$ cat src/rtl/board_display_sched_pkg.sv
// Shared constants, state encoding and helpers for the board debug display.
package board_disp_pkg;

   localparam int NPAGES = 4;
   localparam int PAGE_W = 32;
   localparam int FLAG_W = 8;

   typedef enum logic {
      ST_LIVE   = 1'b0,
      ST_FROZEN = 1'b1
   } disp_state_e;

   localparam logic [1:0] PAGE_CPU = 2'd0;
   localparam logic [1:0] PAGE_PPU = 2'd1;
   localparam logic [1:0] PAGE_MAP = 2'd2;
   localparam logic [1:0] PAGE_AUX = 2'd3;

   // Width of a counter that must hold values 0 .. n-1 (at least one bit).
   function automatic int cnt_width(input int n);
      return (n > 1) ? $clog2(n) : 1;
   endfunction

endpackage

$ cat src/rtl/board_display_sched_key_debounce.sv
// Raw active-low key -> 2-flop synchronizer -> stability counter -> press pulse.
// A level is accepted only after it has differed from the accepted level for
// DEBOUNCE_CYC consecutive cycles; accepting a 1->0 change emits one pulse.
module key_debounce
   import board_disp_pkg::*;
#(
   parameter int DEBOUNCE_CYC = 500000
) (
   input  logic i_clk,
   input  logic i_rst,
   input  logic i_key_raw,
   output logic o_press
);

   localparam int             CW       = cnt_width(DEBOUNCE_CYC);
   localparam logic [CW-1:0]  CNT_LAST = CW'(DEBOUNCE_CYC - 1);
   localparam logic [CW-1:0]  CNT_ONE  = CW'(1);

   logic [1:0]    sync_r;
   logic          level_r;
   logic [CW-1:0] cnt_r;
   logic          press_r;

   // Synchronize the key, count stable-difference cycles, accept and pulse.
   always_ff @(posedge i_clk or posedge i_rst) begin
      if (i_rst) begin
         sync_r  <= 2'b11;
         level_r <= 1'b1;
         cnt_r   <= '0;
         press_r <= 1'b0;
      end else begin
         sync_r  <= {sync_r[0], i_key_raw};
         press_r <= 1'b0;
         if (sync_r[1] == level_r) begin
            cnt_r <= '0;
         end else if (cnt_r == CNT_LAST) begin
            level_r <= sync_r[1];
            cnt_r   <= '0;
            press_r <= ~sync_r[1];
         end else begin
            cnt_r <= cnt_r + CNT_ONE;
         end
      end
   end

   assign o_press = press_r;

endmodule

$ cat src/rtl/board_display_sched.sv
// Debug page selector for the board's HEX digits and green LEDs: page stepping
// (manual or timed), freeze/unfreeze of a full snapshot, registered outputs.
module board_display_sched
   import board_disp_pkg::*;
#(
   parameter int DEBOUNCE_CYC = 500000,
   parameter int AUTO_CYC     = 100000000
) (
   input  logic                       i_clk,
   input  logic                       i_rst,
   input  logic                       i_key_next,
   input  logic                       i_key_freeze,
   input  logic                       i_sw_auto,
   input  logic [NPAGES*PAGE_W-1:0]   i_pages,
   input  logic [NPAGES*FLAG_W-1:0]   i_flags,
   output logic [PAGE_W-1:0]          o_hex_word,
   output logic [FLAG_W-1:0]          o_ledg,
   output logic [1:0]                 o_page,
   output logic                       o_frozen
);

   localparam int            AW        = cnt_width(AUTO_CYC);
   localparam logic [AW-1:0] AUTO_LAST = AW'(AUTO_CYC - 1);
   localparam logic [AW-1:0] AUTO_ONE  = AW'(1);

   logic                      next_press_s;
   logic                      freeze_press_s;
   logic [1:0]                sw_sync_r;
   disp_state_e               state_r;
   disp_state_e               state_nx_s;
   logic                      capture_s;
   logic [1:0]                page_r;
   logic [AW-1:0]             auto_cnt_r;
   logic                      auto_run_s;
   logic                      auto_tick_s;
   logic                      advance_s;
   logic [NPAGES*PAGE_W-1:0]  snap_pages_r;
   logic [NPAGES*FLAG_W-1:0]  snap_flags_r;
   logic [PAGE_W-1:0]         sel_word_s;
   logic [FLAG_W-1:0]         sel_flag_s;

   key_debounce #(.DEBOUNCE_CYC(DEBOUNCE_CYC)) u_key_next (
      .i_clk     (i_clk),
      .i_rst     (i_rst),
      .i_key_raw (i_key_next),
      .o_press   (next_press_s)
   );

   key_debounce #(.DEBOUNCE_CYC(DEBOUNCE_CYC)) u_key_freeze (
      .i_clk     (i_clk),
      .i_rst     (i_rst),
      .i_key_raw (i_key_freeze),
      .o_press   (freeze_press_s)
   );

   // The auto-scroll switch only needs synchronizing; it is a level, not a press.
   always_ff @(posedge i_clk or posedge i_rst) begin
      if (i_rst) begin
         sw_sync_r <= 2'b00;
      end else begin
         sw_sync_r <= {sw_sync_r[0], i_sw_auto};
      end
   end

   // Dwell timer enable and end-of-dwell tick.
   always_comb begin
      auto_run_s  = 1'b0;
      auto_tick_s = 1'b0;
      if (sw_sync_r[1] && (state_r == ST_LIVE)) begin
         auto_run_s  = 1'b1;
         auto_tick_s = (auto_cnt_r == AUTO_LAST);
      end else begin
         auto_run_s  = 1'b0;
         auto_tick_s = 1'b0;
      end
   end

   assign advance_s = next_press_s | auto_tick_s;

   // Dwell counter: a manual step restarts the dwell so the user gets a full page time.
   always_ff @(posedge i_clk or posedge i_rst) begin
      if (i_rst) begin
         auto_cnt_r <= '0;
      end else if (!auto_run_s || next_press_s) begin
         auto_cnt_r <= '0;
      end else if (auto_cnt_r == AUTO_LAST) begin
         auto_cnt_r <= '0;
      end else begin
         auto_cnt_r <= auto_cnt_r + AUTO_ONE;
      end
   end

   // Page index steps once per cycle with any advance source, wrapping naturally.
   always_ff @(posedge i_clk or posedge i_rst) begin
      if (i_rst) begin
         page_r <= PAGE_CPU;
      end else if (advance_s) begin
         page_r <= page_r + 2'd1;
      end else begin
         page_r <= page_r;
      end
   end

   // Freeze FSM state register.
   always_ff @(posedge i_clk or posedge i_rst) begin
      if (i_rst) begin
         state_r <= ST_LIVE;
      end else begin
         state_r <= state_nx_s;
      end
   end

   // Freeze FSM next state; capture only on the LIVE -> FROZEN transition.
   always_comb begin
      state_nx_s = state_r;
      capture_s  = 1'b0;
      case (state_r)
         ST_LIVE: begin
            if (freeze_press_s) begin
               state_nx_s = ST_FROZEN;
               capture_s  = 1'b1;
            end else begin
               state_nx_s = ST_LIVE;
            end
         end
         ST_FROZEN: begin
            if (freeze_press_s) begin
               state_nx_s = ST_LIVE;
            end else begin
               state_nx_s = ST_FROZEN;
            end
         end
         default: begin
            state_nx_s = ST_LIVE;
         end
      endcase
   end

   // Snapshot of every page and flag word, taken from the inputs of the freeze cycle.
   always_ff @(posedge i_clk or posedge i_rst) begin
      if (i_rst) begin
         snap_pages_r <= '0;
         snap_flags_r <= '0;
      end else if (capture_s) begin
         snap_pages_r <= i_pages;
         snap_flags_r <= i_flags;
      end else begin
         snap_pages_r <= snap_pages_r;
         snap_flags_r <= snap_flags_r;
      end
   end

   // Select the displayed slice from live inputs or the snapshot.
   always_comb begin
      sel_word_s = '0;
      sel_flag_s = '0;
      case (state_r)
         ST_LIVE: begin
            sel_word_s = i_pages[{page_r, 5'd0} +: PAGE_W];
            sel_flag_s = i_flags[{page_r, 3'd0} +: FLAG_W];
         end
         ST_FROZEN: begin
            sel_word_s = snap_pages_r[{page_r, 5'd0} +: PAGE_W];
            sel_flag_s = snap_flags_r[{page_r, 3'd0} +: FLAG_W];
         end
         default: begin
            sel_word_s = '0;
            sel_flag_s = '0;
         end
      endcase
   end

   // Output registers: data, page and freeze flag all derive from the same state.
   always_ff @(posedge i_clk or posedge i_rst) begin
      if (i_rst) begin
         o_hex_word <= '0;
         o_ledg     <= '0;
         o_page     <= 2'd0;
         o_frozen   <= 1'b0;
      end else begin
         o_hex_word <= sel_word_s;
         o_ledg     <= sel_flag_s;
         o_page     <= page_r;
         o_frozen   <= (state_r == ST_FROZEN);
      end
   end

endmodule

$ cat config.mk
export PLATFORM = sky130hd
export DESIGN_NAME = board_display_sched
export DESIGN_NICKNAME = d
export VERILOG_FILES = /design/src/rtl/board_display_sched_pkg.sv /design/src/rtl/board_display_sched_key_debounce.sv /design/src/rtl/board_display_sched.sv
export SDC_FILE = /design/constraint.sdc
export NUM_CORES = 1
export LEC_CHECK = 0
export ABC_AREA = 1
export CORE_AREA = 4 4 162 164
export CTS_BUF_LIST = sky130_fd_sc_hd__clkbuf_8
export CTS_CLUSTER_DIAMETER = 80
export CTS_CLUSTER_SIZE = 10
export DETAILED_ROUTE_END_ITERATION = 12
export DIE_AREA = 0 0 166 168
export PLACE_DENSITY = 0.83
export SYNTH_ARGS = -nofsm -noshare
export SYNTH_HDL_FRONTEND = slang
export SYNTH_SLANG_ARGS = --single-unit
$ cat constraint.sdc
create_clock -name i_clk -period 12.5 [get_ports i_clk]
set_input_delay 1.875 -clock i_clk [delete_from_list [all_inputs] [get_ports i_clk]]
set_output_delay 1.875 -clock i_clk [all_outputs]
set_load 0.1 [all_outputs]
Word level (Yosys, flattened, before mapping)
Index checks and enable logic that the tools add are counted.
W data, S select, Z words.
{ "op_classes": {"addsub": 4, "eq_ne": 5, "n_shift": 4, "muxes": 18, "bitwise": 6, "reduce_logical": 5} }
{ "ops": {"columns": ["cell", "count"], "rows": [
  ["$shiftx A128 B8 Y32", 2],
  ["$mux W19", 4],
  ["$pmux W32 S2", 1],
  ["$shiftx A32 B6 Y8", 2],
  ["$mux W27", 2],
  ["$add A19 B1 Y19 const B", 2],
  ["$eq A19 B19 Y1 const B", 2],
  ["$add A27 B1 Y27 const B", 1],
  ["$eq A27 B27 Y1 const B", 1],
  ["$pmux W8 S2", 1],
  ["$mux W1", 9],
  ["$not A1 Y1", 5],
  ["$reduce_and A2 Y1", 2],
  ["$add A2 B1 Y2 const B", 1],
  ["$eq A1 B1 Y1", 2],
  ["$pmux W1 S2", 1],
  ["$logic_and A1 B1 Y1", 1],
  ["$logic_not A1 Y1", 1],
  ["$logic_or A1 B1 Y1", 1],
  ["$or A1 B1 Y1", 1]
]} }
{ "totals": {"ff_bits": 281, "inputBits": 165, "output_inout_bits": 43, "elab_cells": 60} }

Logic depth before layout (Yosys ltp)
Gate-level depths: netlist (run 1).
{ "logic_depth": {"ltp_word": 6, "depth_mapped": 10, "depth_no_buf": 10} }

By module
From an unflattened synthesis (run 1), not the netlist that was laid out.
{ "unflattened": {"hier_cells": 1762, "hier_area_um2": 14281.2} }
{ "modules_own_cells": {"columns": ["module", "instances", "cells_per_inst", "area_each_um2", "seq_area_each_um2"], "rows": [
  ["board_display_sched", 1, 1446, 11738.8, 5880.6],
  ["key_debounce", 2, 158, 1271.2, 579.3]
]} }

Worst setup path before layout (run 1)
OpenSTA, ideal clock, no wires.
{ "synth_path": {"path_kind": "register -> output", "from": "register o_frozen", "to": "output o_frozen", "arrival_ns": 0.883, "required_time_ns": 10.625, "setup_slack_ns": 9.742, "stages_incl_launch_ff": 1, "n_path_buf": 0, "path_cell_list": "dfrtp_1"} }
{ "synth_lines": {"columns": ["item", "line", "source"], "rows": [
  ["from (decl)", "board_display_sched.sv:19", "output logic o_frozen"],
  ["from (signal assigned)", "board_display_sched.sv:184", "o_frozen <= (state_r == ST_FROZEN);"]
]} }
No word-level cell between the ends.

Final worst setup path (run 1)
{ "layout_path": {"from": "register o_hex_word[24]", "to": "output o_hex_word[24]"} }
{ "layout_lines": {"columns": ["item", "line", "source"], "rows": [
  ["from (decl)", "board_display_sched.sv:16", "output logic [PAGE_W-1:0] o_hex_word,"],
  ["from (signal assigned)", "board_display_sched.sv:181", "o_hex_word <= sel_word_s;"]
]} }
No word-level cell between the ends.

==> Implementation_results.wiki, run 1 <==
{| class="wikitable"
! Metric !! Value
|-
| Run status || finished, final reports clean
|-
| Area share of the leading cell type in the synthesized netlist || 0.4903
|-
| Crit path setup slack, layout || 8.565 ns
|-
| Crit path largest cell delay || 1.17 ns
|-
| Data required time at the worst endpoint || 10.62 ns
|-
| Fillers || 2022
|-
| Area of all sequential standard cells || 0.007047 sq mm
|-
| Routability congestion estimate || 0.8792
|-
| Ordered cell list for the critical path || clkdlybuf4s50_1
|-
| Count of clock tree sinks || 281
|-
| Number of distinct library cells after synthesis || 35
|-
| Placement-stage worst setup slack || 8.193 ns
|-
| Combined area of all synthesized cells || 0.01403 sq mm
|-
| Post-CTS Hold Buffers || 0
|-
| Worst min-delay path category || reg2reg
|-
| Worst clock skew || 0.02650 ns
|-
| Combinational cell fraction of total power || 0.104
|-
| Cell count after placement || 2206
|-
| Count of input and output buffers || 207
|-
| Number of nets in the layout || 2081
|-
| Ratio of cells with drive above 1 in the final layout || 0.05455
|-
| Final core area utilization || 0.6688
|-
| Critical path start-end classification || reg2out
|-
| Worst vdd ir || 0.09424 mV
|-
| Number of buffers on the longest clock path || 3
|-
| Setup violation total in the final timing report || 0
|-
| Finished Layout Cells || 2257
|-
| Share of power burned in the clock network || 0.349
|-
| Count of maximum capacitance violations || 0
|-
| CTS tree || yes
|-
| Vertical extent of the die || 168 um
|-
| Power Dens Cells || 101.4 mW/mm^2
|-
| Delay-heaviest family, CP || buffers and inverters
|-
| Cell with the largest stage delay on the worst path || clkdlybuf4s50_1
|-
| Half-perimeter wire length of the detailed placement result || 25.99 mm
|-
| Global Route Usage Sum || 0.2644
|-
| Maximum level of the CTS H-tree || 2
|-
| #FFs+latches synth || 281
|-
| Post-detailed-route via-to-cell ratio || 5.460
|-
| First-pass GRT wire length || 60.37 mm
|-
| Initial Util || 0.5638
|-
| Number of buffers and inverters on the critical path || 1
|-
| Final count of hold timing violations || 0
|-
| Count of instances resized after the clock tree is built || 0
|-
| Internal power || 1.249 mW
|-
| Clock-pin transition on the worst setup and hold timing paths || 0.07 ns
|-
| Die area || 0.02789 sq mm
|-
| Largest driver fanout on the critical path || 1
|-
| Mapped Avg Cell Area || 7.997 sq um
|-
| Antenna violations before repair || 1
|-
| Final Slew Violations || 0
|-
| Detail-routed net length per standard cell || 16.66 um
|-
| Post-synth net total || 1924
|-
| Final total negative setup slack || 0 ns
|-
| Synthesis-to-layout area growth || 18.61%
|-
| Worst slack on hold paths || 0.3596 ns
|-
| Latest clock arrival within the worst-skew pair || 0.54 ns
|-
| Achievable frequency || 254.1 MHz
|-
| WP data arrival || 2.06 ns
|-
| Number of buffers created by CTS || 34
|-
| Vias || 12323
|-
| Post CTS Setup Buffer Count || 0
|-
| Post-synthesis cell type with the largest combined area || dfrtp_1
|-
| Fraction of power spent switching nets || 0.2600
|-
| Maximum number of pins on one net before global-route repair || 145
|-
| Slew @ Worst Pin || 1.157 ns
|-
| Site row count || 58
|-
| Core region area || 0.02489 sq mm
|-
| Ys Warns || 0
|-
| Clock Root Buffer || clkbuf_8
|-
| I/O pin cnt || 208
|-
| RSZ-0062 raised after global routing || false
|-
| Sort of element at the end of the critical path || primary output
|-
| Final worst path period need || 3.935 ns
|-
| Global route total overflow || 0
|-
| Final critical-path share of the clock period || 0.3148
|-
| Area of the multi-input gates || 0.005732 sq mm
|-
| Proportion of synthesized chip area in sequential cells || 0.5016
|-
| P_sw || 0.4388 mW
|-
| Slew Limit Headroom || 0.2288
|-
| Number of nets with antenna violations after routing || 0
|-
| Via count of the first global-routing pass || 11742
|-
| Leakage || 7.352 nW
|-
| Biggest area contributors in the synthesized netlist || dfrtp_1 (49%), nand2_1 (11%), o21ai_0 (8.7%), nor2_1 (5.3%), inv_1 (5.2%)
|-
| Number of DRC violations after detailed-routing iteration 0 || 1271
|-
| Sequential Power Share || 0.547
|-
| Residual DRC || 0
|-
| Category of the worst setup path launch point || register
|-
| Synthesized instance count || 1755
|-
| First drt pass iteration count || 5
|-
| Total Routed Length || 37.59 mm
|-
| Die X-Extent || 166 um
|}
==> power by group through the flow <==
stage	sequential (mW)	clock (mW)	combinational, mW
2_1_floorplan	0.990	0	0.0343
3_5_place_dp	0.941	0	0.175
6_report	0.924	0.589	0.175
5_1_grt	0.925	0.643	0.185
4_1_cts	0.924	0.601	0.176
3_3_place_gp	0.941	0	0.174
==> worst paths after layout <==
check / from / end / slack (ns) / cells after the start
setup / recovery: o_hex_word[24] / o_hex_word[24] / 8.56 / 1
hold / removal: u_key_freeze.sync_r[0] / u_key_freeze.sync_r[1] / 0.36 / 0
setup reg to reg: state_r / snap_pages_r[109] / 8.72 / 4
hold reg to reg: u_key_freeze.sync_r[0] / u_key_freeze.sync_r[1] / 0.36 / 0
max in group asynchronous: i_rst / page_r[0] / 8.86 / 3
min in group asynchronous: i_rst / auto_cnt_r[13] / 1.95 / 2
==> placed cells by master, fill, tap and decap left out, types with 7 or more instances in the layout <==
master,instances
o21ai_1,26
xnor2_1,10
nand3_1,33
buf_4,9
o211ai_1,58
nor2_1,200
nor2_2,7
dfrtp_1,273
o21ai_0,243
clkdlybuf4s50_1,207
nor3_1,16
nand2_1,393
xor2_1,20
inv_1,204
clkbuf_8,36
a21oi_1,88
mux2_2,22
a31oi_1,31
==> state kept, by name (all words and copies together) (netlist names) <==
signal	count
snap_pages_r	128
o_hex_word	32
snap_flags_r	32
auto_cnt_r	27
u_key_freeze.cnt_r	19
u_key_next.cnt_r	19
o_ledg	8
o_page	2
page_r	2
sw_sync_r	2
u_key_freeze.sync_r	2
u_key_next.sync_r	2
o_frozen	1
state_r	1
u_key_freeze.level_r	1
u_key_freeze.o_press	1
u_key_next.level_r	1
u_key_next.o_press	1
==> through the flow <==
step / instance area, sq um / power, mW
2_1_floorplan: 14030 / 1.024
3_3_place_gp: 16090 / 1.115
3_5_place_dp: 16090 / 1.116
4_1_cts: 16640 / 1.701
5_1_grt: 16640 / 1.753
6_report: 16650 / 1.688
==> cells by family (layout without fill, tap and decap cells) <==
logic type | count (synthesis) | after routing | share of synthesized area
adder cells (fa/ha/maj) | 4 | 4 | 0.003566
AO/OA/AOI/OAI | 448 | 448 | 0.1732
other | 0 | 2 | 0
multiplexers | 22 | 22 | 0.01765
XOR/XNOR | 30 | 30 | 0.01872
buffers and inverters | 295 | 465 | 0.09093
AND/OR/NAND/NOR | 675 | 675 | 0.1943
flip-flops | 281 | 281 | 0.5016
==> cell type report <==
cell class,count,share of cell area
repair buffers,216,0.1285
flip-flops and latches,281,0.4233
clock inverters,13,0.003457
inverters,200,0.04555
diodes,2,0.0003006
clock buffers,36,0.02976
multi-input cells,1179,0.3443
well taps,330,0.02480
==> routing by layer <==
metal / GRT usage / wire length (um)
met1: 0.3528 / 15890
met2: 0.4480 / 18210
met3: 0.04391 / 2412
met4: 0.08142 / 1072
met5: 0 / 0
==> cells in the mapped netlist <==
library cell and n:
inv_1 194, nor2_1 200, buf_8 1, dfstp_2 6, o21bai_1 1, nor3_2 1
nor3b_1 4, clkbuf_1 29, xnor2_1 10, clkinv_1 1, o21ai_1 26, o21ai_0 243
nand2_1 393, o211ai_1 58, nor2_4 6, buf_1 3, inv_2 5, dfrtp_1 275
nand3_1 33, nor2_2 7, buf_4 17, nand2_4 2, a31oi_1 31, nand3b_1 1
ha_1 4, nor3_1 16, and2_1 2, buf_6 6, xor2_1 20, o21a_1 1
a21oi_1 88, mux2_2 22, nand4_1 6, buf_2 39, nand2_2 4
Note: power is estimated with default switching activity, not from simulation.
==> inputs of run 2 (changes only) <==
CORE_AREA = 4 4 171 173   (was 4 4 162 164)
DIE_AREA = 0 0 175 177   (was 0 0 166 168)
PLACE_DENSITY = 0.78   (was 0.83)
clock period = 3.2 ns   (was 12.5 ns; I/O delays follow)
==> run 2 against run 1 <==
Utilization decreased by 6.2 points. Critical path type unchanged. Clock power increased to 4.0 times the previous value. Via count increased by 0.75%. Routed wire length increased by 6.5%. Design area increased by 0.72%. Sequential power increased to 3.9 times the previous value. Global-route usage decreased by 0.90 points. Combinational power increased to 4.0 times the previous value. Sequential cell count unchanged. Cell count increased by 2.3%.
==> Implementation_results.wiki, run 2 (synthesized netlist as in run 1, its figures left out) <==
{| class="wikitable"
! Metric !! Value
|-
| Run status || finished, final reports clean (unchanged)
|-
| Final count of hold timing violations || 0 (unchanged)
|-
| Die area || 0.03098 sq mm (was 0.02789 sq mm)
|-
| Vertical extent of the die || 177 um (was 168 um)
|-
| Post-CTS Hold Buffers || 0 (unchanged)
|-
| Power, Total || 6.653 mW (was 1.688 mW)
|-
| Site row count || 61 (was 58)
|-
| Via count of the first global-routing pass || 11779 (was 11742)
|-
| Commonest cells after routing, fill and taps aside || nand2_1 (393), dfrtp_1 (273), o21ai_0 (243), inv_1 (204), nor2_1 (200) (was nand2_1 (393), dfrtp_1 (273), o21ai_0 (243), clkdlybuf4s50_1 (207), inv_1 (204))
|-
| Commonest non-fill, non-tap cell in the layout || nand2_1 (unchanged)
|-
| P_sw || 1.751 mW (was 0.4388 mW)
|-
| Clock-pin transition on the worst setup and hold timing paths || 0.08 ns (was 0.07 ns)
|-
| Initial Util || 0.5080 (was 0.5638)
|-
| Antenna violations before repair || 3 (was 1)
|-
| Final worst path period need || 2.544 ns
|-
| Residual DRC || 0 (unchanged)
|-
| Ordered cell list for the critical path || clkdlybuf4s50_1 (unchanged)
|-
| Critical path start-end classification || reg2out (unchanged)
|-
| Share of power burned in the clock network || 0.351 (was 0.349)
|-
| Worst clock skew || 0.02367 ns (was 0.02650 ns)
|-
| First-pass GRT wire length || 63.13 mm (was 60.37 mm)
|-
| I/O pin cnt || 208 (unchanged)
|-
| Final Slew Violations || 0 (unchanged)
|-
| Number of DRC violations after detailed-routing iteration 0 || 1306 (was 1271)
|-
| Final core area utilization || 0.6069 (was 0.6688)
|-
| Count of clock tree sinks || 281 (unchanged)
|-
| Capture point of the worst reg-to-reg path || o_hex_word[12] (was snap_pages_r[109])
|-
| Half-perimeter wire length of the detailed placement result || 28.84 mm (was 25.99 mm)
|-
| Setup violation total in the final timing report || 0 (unchanged)
|-
| Sort of element at the end of the critical path || primary output (unchanged)
|-
| Synthesis-to-layout area growth || 19.47% (was 18.61%)
|-
| Number of buffers on the longest clock path || 3 (unchanged)
|-
| Count of instances resized after the clock tree is built || 0 (unchanged)
|-
| Power Dens Cells || 396.8 mW/mm^2 (was 101.4 mW/mm^2)
|-
| Global route total overflow || 0 (unchanged)
|-
| Crit path largest cell delay || 1.15 ns (was 1.17 ns)
|-
| Placement-stage worst setup slack || 0.9679 ns (was 8.193 ns)
|-
| Maximum number of pins on one net before global-route repair || 151 (was 145)
|-
| Registers with the highest flip-flop counts || snap_pages_r x128, o_hex_word x32, snap_flags_r x32 (unchanged)
|-
| Internal power || 4.902 mW (was 1.249 mW)
|-
| Fillers || 2434 (was 2022)
|-
| Largest driver fanout on the critical path || 1 (unchanged)
|-
| Number of flip-flops under the largest register name || 128 (unchanged)
|-
| Maximum level of the CTS H-tree || 2 (unchanged)
|-
| Area of the multi-input gates || 0.005732 sq mm (unchanged)
|-
| Number of nets with antenna violations after routing || 0 (unchanged)
|-
| Data required time at the worst endpoint || 2.72 ns (was 10.62 ns)
|-
| Sequential Power Share || 0.544 (was 0.547)
|-
| Worst reg2reg path startpoint || state_r (unchanged)
|-
| Achievable frequency || 393.1 MHz
|-
| Final critical-path share of the clock period || 0.7950
|-
| Total Routed Length || 40.03 mm (was 37.59 mm)
|-
| Post CTS Setup Buffer Count || 0 (unchanged)
|-
| Cell with the largest stage delay on the worst path || clkdlybuf4s50_1 (unchanged)
|-
| Number of nets in the layout || 2087 (was 2081)
|-
| Combinational cell fraction of total power || 0.105 (was 0.104)
|-
| Setup crit start || o_hex_word[4] (was o_hex_word[24])
|-
| CTS tree || yes (unchanged)
|-
| Count of maximum capacitance violations || 0 (unchanged)
|-
| Post-detailed-route via-to-cell ratio || 5.375 (was 5.460)
|-
| Internal reg-to-reg setup slack || 0.93 ns (was 8.72 ns)
|-
| Category of the worst setup path launch point || register (unchanged)
|-
| Count of input and output buffers || 207 (unchanged)
|-
| Core region area || 0.02763 sq mm (was 0.02489 sq mm)
|-
| WP data arrival || 2.06 ns (about the same)
|-
| Ratio of cells with drive above 1 in the final layout || 0.06991 (was 0.05455)
|-
| Die X-Extent || 175 um (was 166 um)
|-
| Slew Limit Headroom || 0.3278 (was 0.2288)
|-
| Leakage || 7.427 nW (was 7.352 nW)
|-
| Most flops, register || snap_pages_r (unchanged)
|-
| Delay-heaviest family, CP || buffers and inverters (unchanged)
|-
| Number of buffers and inverters on the critical path || 1 (unchanged)
|-
| Worst min-delay path category || in2async (was reg2reg)
|-
| Detail-routed net length per standard cell || 17.33 um (was 16.66 um)
|-
| Number of buffers created by CTS || 34 (unchanged)
|-
| RSZ-0062 raised after global routing || false (unchanged)
|-
| Area of all sequential standard cells || 0.007047 sq mm (unchanged)
|-
| First drt pass iteration count || 8 (was 5)
|-
| Global Route Usage Sum || 0.2554 (was 0.2644)
|-
| Latest clock arrival within the worst-skew pair || 0.53 ns (was 0.54 ns)
|-
| Worst vdd ir || 0.3187 mV (was 0.09424 mV)
|-
| Clock Root Buffer || clkbuf_8 (unchanged)
|-
| Fraction of power spent switching nets || 0.2632 (was 0.2600)
|-
| Depth of the worst register-to-register path || 6 (was 4)
|-
| Slew @ Worst Pin || 1.005 ns (was 1.157 ns)
|-
| Crit path setup slack, layout || 0.6559 ns (was 8.565 ns)
|-
| Vias || 12416 (was 12323)
|-
| Routability congestion estimate || 0.8714 (was 0.8792)
|}
run 2: area by class of cell:
type / count / share of cell area
well taps: 378 / 0.02821
diodes: 1 / 0.0001492
repair buffers: 222 / 0.1312
inverters: 200 / 0.04500
flip-flops and latches: 281 / 0.4203
clock buffers: 37 / 0.03037
multi-input cells: 1179 / 0.3418
clock inverters: 12 / 0.002985
run 2: how the worst max path moves through the flow:
stage                      to  slack [ns]  cells past startpoint
6_report        o_hex_word[4]        0.66                      1
5_1_grt         o_hex_word[4]        0.61                      1
4_1_cts         o_hex_word[4]        0.62                      1
3_5_place_dp   o_hex_word[12]        0.97                      6
3_3_place_gp   o_hex_word[24]        1.03                      4
2_1_floorplan   auto_cnt_r[0]        -1.0                      1
run 2: through the flow:
stage	hold WS (ns)	std cells	TNS, ns	area, sq um
finish	0.2861	2310	0	16770
global route	0.2857	2309	0	16760
CTS	0.2601	2309	0	16760
detailed placement	0.3499	2260	0	16210
global placement	0.3465	2260	0	16210
floorplan	0.3312	1755	-274.05	14040
run 2: power groups by stage:
stage               Clock, mW  Combinational, mW  Sequential (mW)
detailed placement          0              0.702             3.69
global route             2.53              0.742             3.62
global placement            0              0.703             3.69
CTS                      2.40              0.706             3.62
finish                   2.33              0.700             3.62
floorplan                   0              0.134             3.87
run 2: per-layer routing:
metal	global-route usage	part of all wire	up-vias
met3	0.04550	0.064	75
met1	0.3407	0.42	5929
met5	0	0.0010	-
li1	-	-	5977
met2	0.4292	0.49	429
met4	0.07987	0.029	6
==> inputs of run 3 (changes only) <==
CORE_AREA = 4 4 162 164   (was 4 4 171 173)
DIE_AREA = 0 0 166 168   (was 0 0 175 177)
PLACE_DENSITY = 0.83   (was 0.78)
clock period = 2.35 ns   (was 3.2 ns; I/O delays follow)
==> run 3 against run 2 <==
Die area down 10%. Clock skew grew 0.0019 ns. Routed wire length shrank 4.4%. Critical path depth up 5. Worst hold slack worse by 0.16 ns. Global-route usage increased by 1.4 points.
==> Implementation_results.wiki, run 3 (synthesized netlist as in run 1, its figures left out) <==
{| class="wikitable"
! Metric !! Value
|-
| Number of nets in the layout || 2099 (was 2087)
|-
| Count of instances resized after the clock tree is built || 0 (unchanged)
|-
| Clock Root Buffer || clkbuf_8 (unchanged)
|-
| Most flops, register || snap_pages_r (unchanged)
|-
| Final critical-path share of the clock period || 0.8266
|-
| Count of clock tree sinks || 281 (unchanged)
|-
| Setup violation total in the final timing report || 0 (unchanged)
|-
| Run status || finished, final reports clean (unchanged)
|-
| RSZ-0062 raised after global routing || false (unchanged)
|-
| Fillers || 2066 (was 2434)
|-
| Design Area, Final || 0.01684 sq mm (was 0.01677 sq mm)
|-
| Site row count || 58 (was 61)
|-
| First drt pass iteration count || 6 (was 8)
|-
| Number of buffers created by CTS || 34 (unchanged)
|-
| Worst slack on hold paths || 0.1217 ns (was 0.2861 ns)
|-
| Worst min-delay path category || in2async (unchanged)
|-
| Routability congestion estimate || 0.8953 (was 0.8714)
|-
| Initial Util || 0.5638 (was 0.5080)
|-
| Clock-pin transition on the worst setup and hold timing paths || 0.08 ns (about the same)
|-
| WP data arrival || 2.35 ns (was 2.06 ns)
|-
| Maximum level of the CTS H-tree || 2 (unchanged)
|-
| Slew @ Worst Pin || 0.7361 ns (was 1.005 ns)
|-
| Commonest non-fill, non-tap cell in the layout || nand2_1 (unchanged)
|-
| Sort of element at the end of the critical path || register (was primary output)
|-
| Number of DRC violations after detailed-routing iteration 0 || 1309 (was 1306)
|-
| Worst vdd ir || 0.5878 mV (was 0.3187 mV)
|-
| Latest clock arrival within the worst-skew pair || 0.55 ns (was 0.53 ns)
|-
| Critical path start-end classification || reg2reg (was reg2out)
|-
| Registers with the highest flip-flop counts || snap_pages_r x128, o_hex_word x32, snap_flags_r x32 (unchanged)
|-
| Post-CTS Hold Buffers || 0 (unchanged)
|-
| Count of maximum capacitance violations || 0 (unchanged)
|-
| Final core area utilization || 0.6767 (was 0.6069)
|-
| Placed inst area || 0.01629 sq mm (was 0.01621 sq mm)
|-
| Final worst path period need || 1.943 ns
|-
| Power Dens Cells || 532.2 mW/mm^2 (was 396.8 mW/mm^2)
|-
| Global route total overflow || 0 (unchanged)
|-
| Number of nets with antenna violations after routing || 0 (unchanged)
|-
| Vias || 12521 (was 12416)
|-
| Total Routed Length || 38.25 mm (was 40.03 mm)
|-
| Via count of the first global-routing pass || 12133 (was 11779)
|-
| Final total negative setup slack || 0 ns (unchanged)
|-
| Synthesis-to-layout area growth || 20.02% (was 19.47%)
|-
| Number of buffers on the longest clock path || 3 (unchanged)
|-
| Category of the worst setup path launch point || register (unchanged)
|-
| Area of all sequential standard cells || 0.007047 sq mm (unchanged)
|-
| Core region area || 0.02489 sq mm (was 0.02763 sq mm)
|-
| Detail-routed net length per standard cell || 16.80 um (was 17.33 um)
|-
| Achievable frequency || 514.8 MHz
|-
| Slew Limit Headroom || 0.5093 (was 0.3278)
|-
| First-pass GRT wire length || 61.32 mm (was 63.13 mm)
|-
| Antenna violations before repair || 3 (unchanged)
|-
| Die area || 0.02789 sq mm (was 0.03098 sq mm)
|-
| Die X-Extent || 166 um (was 175 um)
|-
| Final Slew Violations || 0 (unchanged)
|-
| Leakage || 7.533 nW (was 7.427 nW)
|-
| Count of input and output buffers || 207 (unchanged)
|-
| CTS tree || yes (unchanged)
|-
| Data required time at the worst endpoint || 2.76 ns (was 2.72 ns)
|-
| Area of the multi-input gates || 0.005732 sq mm (unchanged)
|-
| Number of flip-flops under the largest register name || 128 (unchanged)
|-
| Ratio of cells with drive above 1 in the final layout || 0.08543 (was 0.06991)
|-
| Residual DRC || 0 (unchanged)
|-
| I/O pin cnt || 208 (unchanged)
|-
| Post-detailed-route via-to-cell ratio || 5.501 (was 5.375)
|-
| Final count of hold timing violations || 0 (unchanged)
|-
| Power, Total || 8.964 mW (was 6.653 mW)
|-
| Half-perimeter wire length of the detailed placement result || 27.17 mm (was 28.84 mm)
|-
| Maximum number of pins on one net before global-route repair || 113 (was 151)
|-
| Largest driver fanout on the critical path || 68 (was 1)
|-
| Global Route Usage Sum || 0.2693 (was 0.2554)
|-
| Post CTS Setup Buffer Count || 0 (unchanged)
|-
| Vertical extent of the die || 168 um (was 177 um)
|-
| Commonest cells after routing, fill and taps aside || nand2_1 (393), dfrtp_1 (273), o21ai_0 (243), inv_1 (204), nor2_1 (200) (unchanged)
|-
| Worst clock skew || 0.02558 ns (was 0.02367 ns)
|}
[run 3: cell types whose count changed in the layout (fill, tap and decap cells not counted), sizes merged]
cell	previous run	this run
clkbuf	37	35
inv	211	213
buf	39	70
clkdlybuf4s50	183	164
diode	1	3
[run 3: layer usage]
layer | global-route usage | vias to the layer above | routed length, um
met5 | 0 | - | 22
met4 | 0.1277 | 4 | 1887
met3 | 0.05541 | 99 | 2876
met2 | 0.4316 | 485 | 17580
met1 | 0.3545 | 5933 | 15880
li1 | - | 6000 | -
[run 3: metrics by stage]
stage,worst slack [ns],std cells
final,0.4074,2276
after global routing,0.2584,2273
after CTS,0.4377,2273
after detailed placement,0.4589,2224
after global placement,0.4621,2224
after floorplan,-1.719,1755
[run 3: path summary, 6_finish.rpt]
path,to,depth (start not counted),slack [ns],from
max in group asynchronous,snap_pages_r[61],3,1.52,i_rst
max reg2reg,o_hex_word[12],6,0.41,page_r[0]
min reg2reg,u_key_next.sync_r[1],0,0.36,u_key_next.sync_r[0]
max,o_hex_word[12],6,0.41,page_r[0]
min,snap_pages_r[43],2,0.12,i_rst
min in group i_clk,u_key_freeze.sync_r[0],1,0.22,i_key_freeze
[run 3: worst max-delay path, cell delays in order (launching register included)]
cell and delay (ns):
dfrtp_4 0.91, buf_4 0.36, a21oi_1 0.06, o21ai_1 0.09
nand2_1 0.07, nor2_1 0.24, a31oi_1 0.08
[run 3: cell type report]
type                       count  area share
inverter                     200     0.04479
timing repair buffer         234      0.1390
tap                          330     0.02451
clock inverter                14    0.004011
multi-input combinational   1179      0.3403
antenna                        3   0.0004457
sequential                   281      0.4183
clock buffer                  35     0.02860
[run 3: report_power, final]
part	switching, mW	internal (mW)	leakage, nW
clock network	1.72	1.38	0.324
registers	0.0308	4.89	3.08
logic	0.590	0.357	4.13
